**config.mk**
```make
export PLATFORM = sky130hd
export DESIGN_NAME = countdown_timer
export DESIGN_NICKNAME = d
export VERILOG_FILES = /design/src/rtl/countdown_timer.sv
export SDC_FILE = /design/constraint.sdc
export NUM_CORES = 1
export LEC_CHECK = 0
export ABC_AREA = 1
export BUFFER_PORTS_ARGS = -buffer_cell sky130_fd_sc_hd__buf_4
export CORE_MARGIN = 10
export CORE_UTILIZATION = 35
export DETAILED_ROUTE_END_ITERATION = 16
export PLACE_DENSITY = 0.68
export SYNTH_ARGS = -nofsm -noshare
export SYNTH_HDL_FRONTEND = slang
export SYNTH_SLANG_ARGS = --single-unit
```
**constraint.sdc**
```tcl
create_clock -name clk -period 3.8 [get_ports clk]
set_input_delay 0.76 -clock clk [delete_from_list [all_inputs] [get_ports clk]]
set_output_delay 0.76 -clock clk [all_outputs]
set_load 0.01 [all_outputs]
```
**src/rtl/countdown_timer.sv**
```systemverilog
// Down-counting mm:ss timer with a run/pause/expire state machine.
// Raises a one-cycle expiry pulse and a sticky alarm when the count reaches 00:00.
module countdown_timer #(
  parameter int TICK_DIV = 1
) (
  input  logic       clk,
  input  logic       rst,
  input  logic       load,
  input  logic [7:0] load_min,
  input  logic [5:0] load_sec,
  input  logic       start,
  input  logic       stop,
  input  logic       clear,
  output logic [7:0] minutes,
  output logic [5:0] seconds,
  output logic [1:0] status,
  output logic       expired,
  output logic       alarm
);

  localparam logic [1:0] IDLE    = 2'b00;
  localparam logic [1:0] RUNNING = 2'b01;
  localparam logic [1:0] PAUSED  = 2'b10;
  localparam logic [1:0] EXPIRED = 2'b11;

  localparam int PW = (TICK_DIV > 1) ? $clog2(TICK_DIV) : 1;
  localparam logic [PW-1:0] PS_LAST = PW'(TICK_DIV - 1);

  logic [PW-1:0] prescaler;
  logic [5:0]    load_sec_clamped;
  logic          count_zero;
  logic          tick;
  logic          last_tick;

  assign load_sec_clamped = (load_sec > 6'd59) ? 6'd59 : load_sec;
  assign count_zero       = (minutes == 8'd0) && (seconds == 6'd0);
  assign tick             = (status == RUNNING) && (prescaler == PS_LAST);
  assign last_tick        = tick && (minutes == 8'd0) && (seconds == 6'd1);

  // A stop in RUNNING wins over a tick in the same cycle, so the shown count
  // and the partial second are both frozen at the moment of the stop.
  always_ff @(posedge clk) begin
    if (rst) begin
      minutes   <= 8'd0;
      seconds   <= 6'd0;
      status    <= IDLE;
      expired   <= 1'b0;
      alarm     <= 1'b0;
      prescaler <= '0;
    end else begin
      expired <= 1'b0;
      if (clear) begin
        minutes   <= 8'd0;
        seconds   <= 6'd0;
        status    <= IDLE;
        alarm     <= 1'b0;
        prescaler <= '0;
      end else if (load) begin
        minutes   <= load_min;
        seconds   <= load_sec_clamped;
        status    <= IDLE;
        alarm     <= 1'b0;
        prescaler <= '0;
      end else if (stop && (status == RUNNING)) begin
        status <= PAUSED;
      end else if (tick) begin
        prescaler <= '0;
        if (seconds != 6'd0) begin
          seconds <= seconds - 6'd1;
        end else begin
          minutes <= minutes - 8'd1;
          seconds <= 6'd59;
        end
        if (last_tick) begin
          status  <= EXPIRED;
          expired <= 1'b1;
          alarm   <= 1'b1;
        end
      end else if (status == RUNNING) begin
        prescaler <= prescaler + 1'b1;
      end else if (start && !stop && !count_zero &&
                   ((status == IDLE) || (status == PAUSED))) begin
        status <= RUNNING;
      end
    end
  end

endmodule

```
After elaboration in Yosys (flattened, before gate mapping)
Cells that the tools add are included.
{"block": "totals", "reg_bits": 19, "input_bits": 20, "output_inout_bits": 18, "wordCells": 69}
{"block": "classes", "add_sub_neg": 3, "magnitude_cmp": 1, "eq_ne": 9, "mux": 17, "bitwise_logic": 3, "n_reduce_logical": 29}
{"operator": "8-bit 2-to-1 mux", "count": 4}
{"operator": "6-bit 2-to-1 mux", "count": 5}
{"operator": "3-bit AND reduction", "count": 4}
{"operator": "2-bit 2-to-1 mux", "count": 5}
{"operator": "1-bit logical AND", "count": 8}
{"operator": "8-bit logical NOT", "count": 1}
{"operator": "8-bit by 1-bit subtractor with 8-bit output (second input constant)", "count": 1}
{"operator": "6-bit by 1-bit == test with 1-bit output (second input constant)", "count": 1}
{"operator": "6-bit > comparator (second input constant)", "count": 1}
{"operator": "6-bit logical NOT", "count": 1}
{"operator": "2-bit != test (second input constant)", "count": 3}
{"operator": "2-bit nonzero test", "count": 3}
{"operator": "6-bit nonzero test", "count": 1}
{"operator": "6-bit by 1-bit subtractor with 6-bit output (second input constant)", "count": 1}
{"operator": "5-bit OR reduction", "count": 1}
{"operator": "2-bit AND reduction", "count": 2}
{"operator": "4-bit OR reduction", "count": 1}
{"operator": "1-bit 2-to-1 mux", "count": 3}
{"operator": "3-bit by 1-bit != test with 1-bit output (second input constant)", "count": 1}
{"operator": "3-bit by 2-bit != test with 1-bit output (second input constant)", "count": 1}
{"operator": "1-bit NOT", "count": 3}
{"operator": "3-bit nonzero test", "count": 1}
{"operator": "3-bit OR reduction", "count": 1}
{"operator": "2-bit by 1-bit == test with 1-bit output (second input constant)", "count": 1}
{"operator": "7 further kinds", "count": 8}

Logic depth before layout (Yosys ltp)
Gate-level depths: netlist of run 1.
{"block": "depth", "depth_word": 9, "ltp_mapped": 9}

Worst setup path after synthesis of run 1
No wires, ideal clock.
{"block": "synth_timing", "path_kind": "input port to flip-flop", "startpoint": "input rst", "endpoint": "register status[0]", "setup_time_ns": 0.078, "arrival_time_ns": 1.496, "required_ns": 3.722, "setup_slack_ns": 2.226, "path_stages": 5, "cell_sequence": "nor2_1 -> inv_2 -> nor2_1 -> inv_1 -> nor3_1"}
{"block": "synth_via", "elab_chain_len": 1}
{"element": "from (decl)", "line_no": "7", "text": "input logic rst,"}
{"element": "4-bit OR reduction (no source line)"}
{"element": "to (signal assigned)", "line_no": "46", "text": "status <= IDLE;"}
{"element": "to (signal assigned)", "line_no": "55", "text": "status <= IDLE;"}
{"element": "to (signal assigned)", "line_no": "61", "text": "status <= IDLE;"}
{"element": "to (decl)", "line_no": "16", "text": "output logic [1:0] status,"}
Every way passes these cells.
A chain may end at the register's enable or synchronous reset.

Worst setup path in the final report of run 1
{"block": "layout_timing", "startpoint": "input load", "endpoint": "register minutes[5]"}
{"block": "layout_via", "elab_chain_len": 2, "elab_cells_between_ends": 5}
{"element": "from (decl)", "line_no": "8", "text": "input logic load,"}
{"element": "2-bit != test (no source line) / 2-bit nonzero test (equally long branches)"}
{"element": "3-bit AND reduction (no source line)"}
{"element": "to (signal assigned)", "line_no": "59", "text": "minutes <= load_min;"}
{"element": "to (signal assigned)", "line_no": "71", "text": "minutes <= minutes - 8'd1;"}
{"element": "to (decl)", "line_no": "14", "text": "output logic [7:0] minutes,"}
Several ways; a longest one is shown, not always the timed one.

==> summary by stage, run 1 <==
Route
The DRC marker count from the first detailed-route iteration is 66. The total detailed-routing wirelength is between 3000 and 4000 um. The first detailed-routing pass ran for 4 iterations. The via-per-instance ratio is between 4 and 5. In the final routed layout, each cell accounts on average for approximately 12 um. In the routed design, unresolved DRC markers number 0.

The number of antenna-violating nets in the routed design is 0. Across all layers, the routed design uses between 1000 and 1500 vias.

Clocking
Buffers inserted during clock tree synthesis total 3. The worst-case clock buffer depth is 2. For this design, the CTS-stage hold fixing added 0 buffers. The root cell of the clock tree is sky130_fd_sc_hd__clkbuf_4. The clock insertion delay at the later pin of the skew report is just under 0.3 ns. The H-tree depth reported by CTS is 1. The number of buffers inserted to repair setup after CTS is 0. The number of gates resized after CTS was 0. The CTS tree is done. Clock-pin slew was measured on the worst setup and hold paths at approximately 0.11 ns. The clock net in this run drives a total of 19 sinks.

Layout
0 antenna diodes ended up in the layout. At the end of the flow, the number of nets in the layout was approximately 250. In the final layout, the share of cells above drive strength 1 is 0.238.

The leading cell type in the layout, fill and taps excluded is sky130_fd_sc_hd__nand2_1. The area overhead of the layout relative to synthesis is 27.7%. In the layout the commonest cells are sky130_fd_sc_hd__nand2_1, sky130_fd_sc_hd__buf_4, sky130_fd_sc_hd__nor2_1.

Synth
Counting every instance in the synthesized netlist gives 190. During synthesis, Yosys emitted a total of 0 warnings. For this run, the register share of the synthesized area comes to 0.314. The post-synthesis sequential element count is 19. The number of different library cells used by synthesis comes to 25. The combined area of all synthesized cells is around 1200 sq um.

Synthesis produced a netlist with a net count of 215. The average instance in the mapped netlist occupies approximately 6.4 sq um.

Placed design
The congestion estimate from routability-driven global placement came to between 0.8 and 0.9. Input and output buffers added on the ports amount to 37. The half-perimeter wire length after detailed placement is around 2700 um.

GRT
The aggregate global routing overflow is 0. Entering global routing, the biggest net connects 16 pins. For this run, the total global-route usage over all layers was measured as 0.108. The number of global-route vias before repair is 1268. The first-pass GRT wire length is around 5600 um.

The initial antenna violation count was 0.

Critical path
The stage delay of the slowest cell on the critical path is 0.34 ns. The worst setup path is launched from an input port. STA classifies the critical path endpoint as a flop. The register-to-register setup slack is 2.18 ns. The standard cell with the maximum stage delay on the critical path is sky130_fd_sc_hd__inv_1.

Data on the critical path is required at its endpoint by between 3 and 4 ns. The critical path goes through buf_4, inv_1, nand2_1, nand2_2, inv_1, nand2_1, a21oi_1. For the worst setup path, the data arrival time is ~2.2 ns. The worst setup path is of the in -> reg kind. The highest net fanout along the worst path is 15.

Job
The max-capacitance violation count is 0.

Timing
The final count of pins violating max slew came to 0. Setup violations remaining at the end of the flow were counted as 0. The hold violation total from the final report is 0. The worst path in the final design needs a cycle of 2.00 ns, including I/O delays and setup.

The measured slew at the worst slew-check pin is about 0.5 ns. The setup clock skew after layout is 0.00654 ns. The total negative slack is 0 ns. Setup repair after global routing left no endpoint under its margin.

Based on the critical path, the design can be clocked at up to ~500 MHz. In the finished design, the share of the clock period the worst path needs comes to 0.525. Measured against its own limit, the worst slew margin works out to 0.666.

Power and ir drop
The power per cell area is between 200 and 300 nW/um^2. The total power draw is between 0.4 and 0.5 mW. The analysis attributes to cell leakage a power of between 0.7 and 0.8 nW. The highest ir drop seen on vdd is about 0.17 mV.

Floorplan
Pin placement for this block handled 38 I/O pins. The die is 78.8 um tall. The core outline area is 3340 sq um. The die covers a little over 6000 sq um.

The initial utilization of the core area, before any placement, comes to 0.363. Measured along the x axis, the die boundary spans between 70 and 80 um. The row count is 21.

Worst hold path
The tightest min-delay check is of the reg -> reg type.

Outcome
The flow ran to the end, and the final reports show no timing, DRC or antenna violations.
## stage by stage
step,area [sq um],utilization,std cells,setup WS (ns),hold slack [ns]
global route,1550,0.463,273,1.65,0.509
global placement,1520,0.455,269,1.57,0.462
finish,1550,0.463,273,1.80,0.480
floorplan,1210,-,190,2.23,0.444
detailed placement,1520,0.455,269,1.50,0.455
CTS,1550,0.463,273,1.82,0.486
## path summary, 6_finish.rpt
kind,from,end,cells past startpoint
worst max-delay path,load,minutes[5],7
worst min-delay path,prescaler,prescaler,2
worst max register to register,seconds[0],minutes[5],8
worst min register to register,prescaler,prescaler,2
## cell usage after synthesis (all sizes together)
cell	number	area, sq um
a21oi	16	87.6
or2	1	6.26
o21bai	1	7.51
nand3	17	90.1
o21ai	12	60.1
nor3	3	15.0
buf	3	23.8
nand4	2	12.5
nor2	31	136
clkbuf	1	3.75
a31oi	1	6.26
ha	5	62.6
o22ai	1	6.26
nand2	51	199
dfxtp	19	380
xor2	3	26.3
inv	23	86.3
## final cells by class
class	instances	area (sq um)
fillers	368	1790
multi-input cells	144	716
flip-flops and latches	19	380
repair buffers	37	278
inverters	23	86.3
well taps	46	57.6
clock buffers	3	22.5
clock inverters	1	5.00
## where the power goes
part	internal (mW)	total [mW]	leakage, nW	switching (mW)
sequential	0.207	0.217	0.155	0.0102
combinational	0.0549	0.129	0.568	0.0746
clock	0.0391	0.102	0.0177	0.0625
total	0.301	0.448	0.740	0.147
## critical path: cells and delay by family
family	cells	cell delay (ns)
buffers and inverters	3	0.65
and+or+nand+nor	3	0.72
AOI/OAI and AO/OA	1	0.05
## per-layer routing
layer | part of all wire | wire length [um] | up-vias | GRT usage
met3 | 0.071 | 237 | 2 | 0.0293
met5 | 0 | 0 | - | 0
met1 | 0.45 | 1490 | 558 | 0.131
li1 | - | - | 683 | -
met4 | 0.011 | 36 | 0 | 0.0376
met2 | 0.47 | 1570 | 34 | 0.178
## sequential cells by signal (all words and copies together) (netlist names)
name       flops
alarm          1
minutes        8
expired        1
prescaler      1
status         2
seconds        6
## kinds of logic (layout without fill, tap and decap cells)
logic type	count (synthesis)	after routing	synth area share
xor+xnor	3	3	0.0217
buf+inv	27	64	0.0941
fa+ha+maj	5	5	0.0517
flops	19	19	0.314
simple gates	105	105	0.380
compound gates	31	31	0.139
Power figures use the tool's default switching activity.
==> inputs of run 2 (changes only) <==
- ABC_AREA: 1 -> 0
- PLACE_DENSITY: 0.68 -> 0.69
- clock period: 3.8 -> 1.97 ns (I/O delays scaled with it)
==> run 2 against run 1 <==
Against the previous run: via count shrank 5.6%; final area fell by 2.5%; global-route usage is essentially flat; clock power is 98% higher; count of clock-buffer cells in the layout up 1; synthesized cell count decreased by 25%; synthesized area down 3.7%; hold slack got worse by 0.17 ns; sequential power increased by 93%; non-clock buffer count rose by 2; critical endpoint is now minutes[1]; worst setup slack lost 1.5 ns; wire length shrank 0.15%.
==> summary by stage, run 2 <==
Clocking
The post-cts sizing count is 0 (unchanged). The CTS tree is done (unchanged). The clock input transition at the sequential cells of the worst setup and hold paths is 0.11 ns (about the same).

The number of clock sinks seen by CTS is 19 (unchanged). The total clock buffers created by CTS came to 3 (unchanged). The worst-case clock buffer depth is 2 (unchanged). The number of buffers inserted to repair setup after CTS is 0 (unchanged). The root cell of the clock tree is sky130_fd_sc_hd__clkbuf_4 (unchanged). The H-tree depth reported by CTS is 1 (unchanged).

The number of buffers inserted for hold repair after clock tree synthesis was 0 (unchanged). The clock insertion delay at the later pin of the skew report came to 0.30 ns (was 0.29 ns).

Route
The number of antenna-violating nets in the routed design came to 0 (unchanged). The remaining design rule violation count came to 0 (unchanged). The detailed-route wire length per cell is 14.9 um (was 12.2 um).

The number of iterations in the first detailed-routing pass is 4 (unchanged). The total detailed-routing wirelength came to 3320 um (was 3330 um). The DRC marker count from the first detailed-route iteration is 125 (was 66). The via-per-instance ratio was 5.40 (was 4.68). The number of vias in the routed layout is 1205 (was 1277).

Power and ir drop
The leakage component of the power is 0.605 nW (was 0.740 nW). The proportion of total power due to net switching came to 0.310 (was 0.329). The share of total power in combinational logic is 0.259 (was 0.289). The portion of total power attributed to the clock network is 0.241 (was 0.227). The fraction of power consumed by sequential logic came to 0.500 (was 0.484).

The highest ir drop seen on vdd is 0.191 mV (was 0.169 mV). The power per cell area is 556 nW/um^2 (was 290 nW/um^2). The total power draw was 0.838 mW (was 0.448 mW).

The net switching power was 0.259 mW (was 0.147 mW). The total internal power was 0.579 mW (was 0.301 mW).

Timing
The hold violation total from the final report is 0 (unchanged). Timing would allow up to 618 MHz. The measured slew at the worst slew-check pin came to 0.509 ns (was 0.499 ns). The setup clock skew after layout is 0.000957 ns (was 0.00654 ns). The smallest clock period supported by the final layout is computed as approximately 1.6 ns.

The tightest slew margin relative to the limit is 0.658 (was 0.666). The number of setup violations in the final report came to 0 (unchanged). The final count of pins violating max slew is 0 (unchanged). The final cycle utilization of the critical path is 0.821. The total negative slack is 0 ns (unchanged). RSZ-0062 raised after global routing: false (unchanged).

Layout
The final antenna diode count is 0 (unchanged). The fraction of layout cells with a size suffix above 1 is 0.274 (was 0.238). The flip-flop count of the largest register after layout came to 8 (unchanged). The leading cell type in the layout, fill and taps excluded is sky130_fd_sc_hd__buf_4 (was sky130_fd_sc_hd__nand2_1). Most frequent cells in the layout: sky130_fd_sc_hd__buf_4, sky130_fd_sc_hd__dfxtp_1, sky130_fd_sc_hd__nor2_1 (was sky130_fd_sc_hd__nand2_1, sky130_fd_sc_hd__buf_4, sky130_fd_sc_hd__nor2_1).

The number of standard cells in the layout, taps in and fillers out is 223 (was 273). The area overhead of the layout relative to synthesis is 29.3% (was 27.7%). Largest registers: minutes (8), seconds (6), status (2) (unchanged). The register name with the most flops is minutes (unchanged). The utilization of the core after routing was 0.482 (was 0.463). The number of inserted filler cells in the final layout is 305 (was 368). The number of nets in the finished design is 205 (was 253).

Synth
The combined area of all synthesized cells is 1160 sq um (was 1210 sq um). The total nets after synthesis came to 167 (was 215). The most instantiated flip-flop cell in the synthesis netlist is sky130_fd_sc_hd__dfxtp_1 (unchanged). The number of warning messages in the yosys log is 0 (unchanged). The most repeated cell in the gate-level netlist after synthesis is sky130_fd_sc_hd__dfxtp_1 (was sky130_fd_sc_hd__nand2_1). The count of distinct cell types in the synthesized netlist is 41 (was 25). The area share of the largest cell type after synthesis is 0.327 (was 0.314).

The cell type with the largest total area after synthesis is sky130_fd_sc_hd__dfxtp_1 (unchanged). The number of flops mapped to enable cells by yosys is 0 (unchanged). The mean cell area of the mapped netlist is 8.20 sq um (was 6.37 sq um). The post-synthesis sequential element count came to 19 (unchanged). The async set-or-reset flop fraction in the synthesized netlist is 0 (unchanged). The number of cells produced by synthesis is 142 (was 190). The fraction of the yosys area taken by sequential cells is 0.327 (was 0.314). Synth area leaders: sky130_fd_sc_hd__dfxtp_1, sky130_fd_sc_hd__ha_1, sky130_fd_sc_hd__a21oi_1 (was sky130_fd_sc_hd__dfxtp_1, sky130_fd_sc_hd__nand2_1, sky130_fd_sc_hd__nor2_1).

Leading post-synthesis cells by instance count: sky130_fd_sc_hd__dfxtp_1, sky130_fd_sc_hd__nor2_1, sky130_fd_sc_hd__a21oi_1 (was sky130_fd_sc_hd__nand2_1, sky130_fd_sc_hd__nor2_1, sky130_fd_sc_hd__inv_1).

Critical path
The worst flop-to-flop path startpoint is seconds[0] (unchanged). The register-to-register setup slack is 0.35 ns (was 2.18 ns). The start-to-end type of the worst setup path is reg -> reg (was in -> reg). The count of cells along the worst register-to-register path was 5 (was 8). The required time at the endpoint of the critical path is 2.19 ns (was 3.99 ns). The data arrival at the endpoint of the critical path is 1.84 ns (was 2.18 ns). The nature of the critical path endpoint is a flop (unchanged). The critical register-to-register path endpoint is minutes[1] (was minutes[5]). The worst setup path startpoint is seconds[0] (was load).

The highest net fanout along the worst path was 15 (unchanged). The element type at the critical path start is a flop (was input port).

Floorplan
The number of primary I/O pins was 38 (unchanged). The width of the chip is 77.7 um (was 78.8 um). The vertical die dimension came to 77.7 um (was 78.8 um). The initial core utilization is 0.372 (was 0.363).

The row count is 20 (was 21). The core outline area is 3130 sq um (was 3340 sq um). The area enclosed by the die boundary is 6040 sq um (was 6210 sq um).

GRT
The pin count of the biggest net entering global routing was 29 (was 16). The total global routing track utilization is 0.108 (about the same). The first-pass GRT wire length is 5530 um (was 5600 um). The initial antenna violation count is 0 (unchanged). The aggregate global routing overflow is 0 (unchanged). The number of global-route vias before repair came to 1185 (was 1268).

Placed design
The count of input and output buffers is 37 (unchanged). The final weighted congestion of routability-driven global placement came to 0.853 (was 0.879). The placed cell count is 219 (was 269). The half-perimeter wire length after detailed placement is 2590 um (was 2710 um).

Worst hold path
The startpoint of the worst hold path is stop (was prescaler). The sink of the worst hold path is expired (was prescaler). The worst min-delay path category is in -> reg (was reg -> reg). The number of cells traversed by the worst hold path is 2 (unchanged).

Outcome
Status: finished clean (unchanged).

Job
The max-capacitance violation count came to 0 (unchanged).
run 2: critical path, cell delays in order, from the launching register on:
cell                       delay (ns)
sky130_fd_sc_hd__dfxtp_1         0.44
sky130_fd_sc_hd__inv_1           0.11
sky130_fd_sc_hd__ha_1            0.30
sky130_fd_sc_hd__a31oi_4         0.39
sky130_fd_sc_hd__a211oi_1        0.11
sky130_fd_sc_hd__a211oi_1        0.21
run 2: stage by stage:
step           hold slack (ns)  area [sq um]  worst slack (ns)
5_1_grt                  0.304          1510             0.220
6_report                 0.314          1510             0.352
2_1_floorplan            0.473          1160             0.492
4_1_cts                  0.308          1510             0.349
3_3_place_gp             0.453          1480             0.427
3_5_place_dp             0.458          1480             0.349
run 2: worst max path at each step:
stage	to	slack, ns	cells after the start
5_1_grt	minutes[5]	0.22	5
6_report	minutes[1]	0.35	5
3_5_place_dp	minutes[1]	0.35	5
3_3_place_gp	minutes[1]	0.43	5
2_1_floorplan	minutes[3]	0.49	5
4_1_cts	minutes[1]	0.35	5
run 2: per-layer routing:
metal  GRT usage  share of wire  vias up
li1            -              -      608
met1       0.123           0.42      559
met2       0.187           0.52       34
met3      0.0219          0.050        4
met4      0.0511          0.015        0
met5           0              0        -
run 2: area by class of cell:
cell class                      count  area (sq um)  share of cell area
Multi-Input combinational cell    108           718               0.477
Sequential cell                    19           380               0.252
Timing Repair Buffer               39           293               0.194
Tap cell                           44          55.1              0.0365
Inverter                            9          33.8              0.0224
Clock buffer                        4          26.3              0.0174
run 2: power by group through the flow:
stage	clock, mW	combinational [mW]	sequential, mW
detailed placement	0	0.217	0.428
global placement	0	0.214	0.427
CTS	0.211	0.218	0.419
global route	0.226	0.241	0.422
floorplan	0	0.129	0.430
finish	0.202	0.217	0.419
run 2: cell families after synthesis:
family | synth area share
simple gates | 0.255
compound gates | 0.301
flops | 0.327
buf+inv | 0.0569
fa+ha+maj | 0.0537
xor+xnor | 0.00752
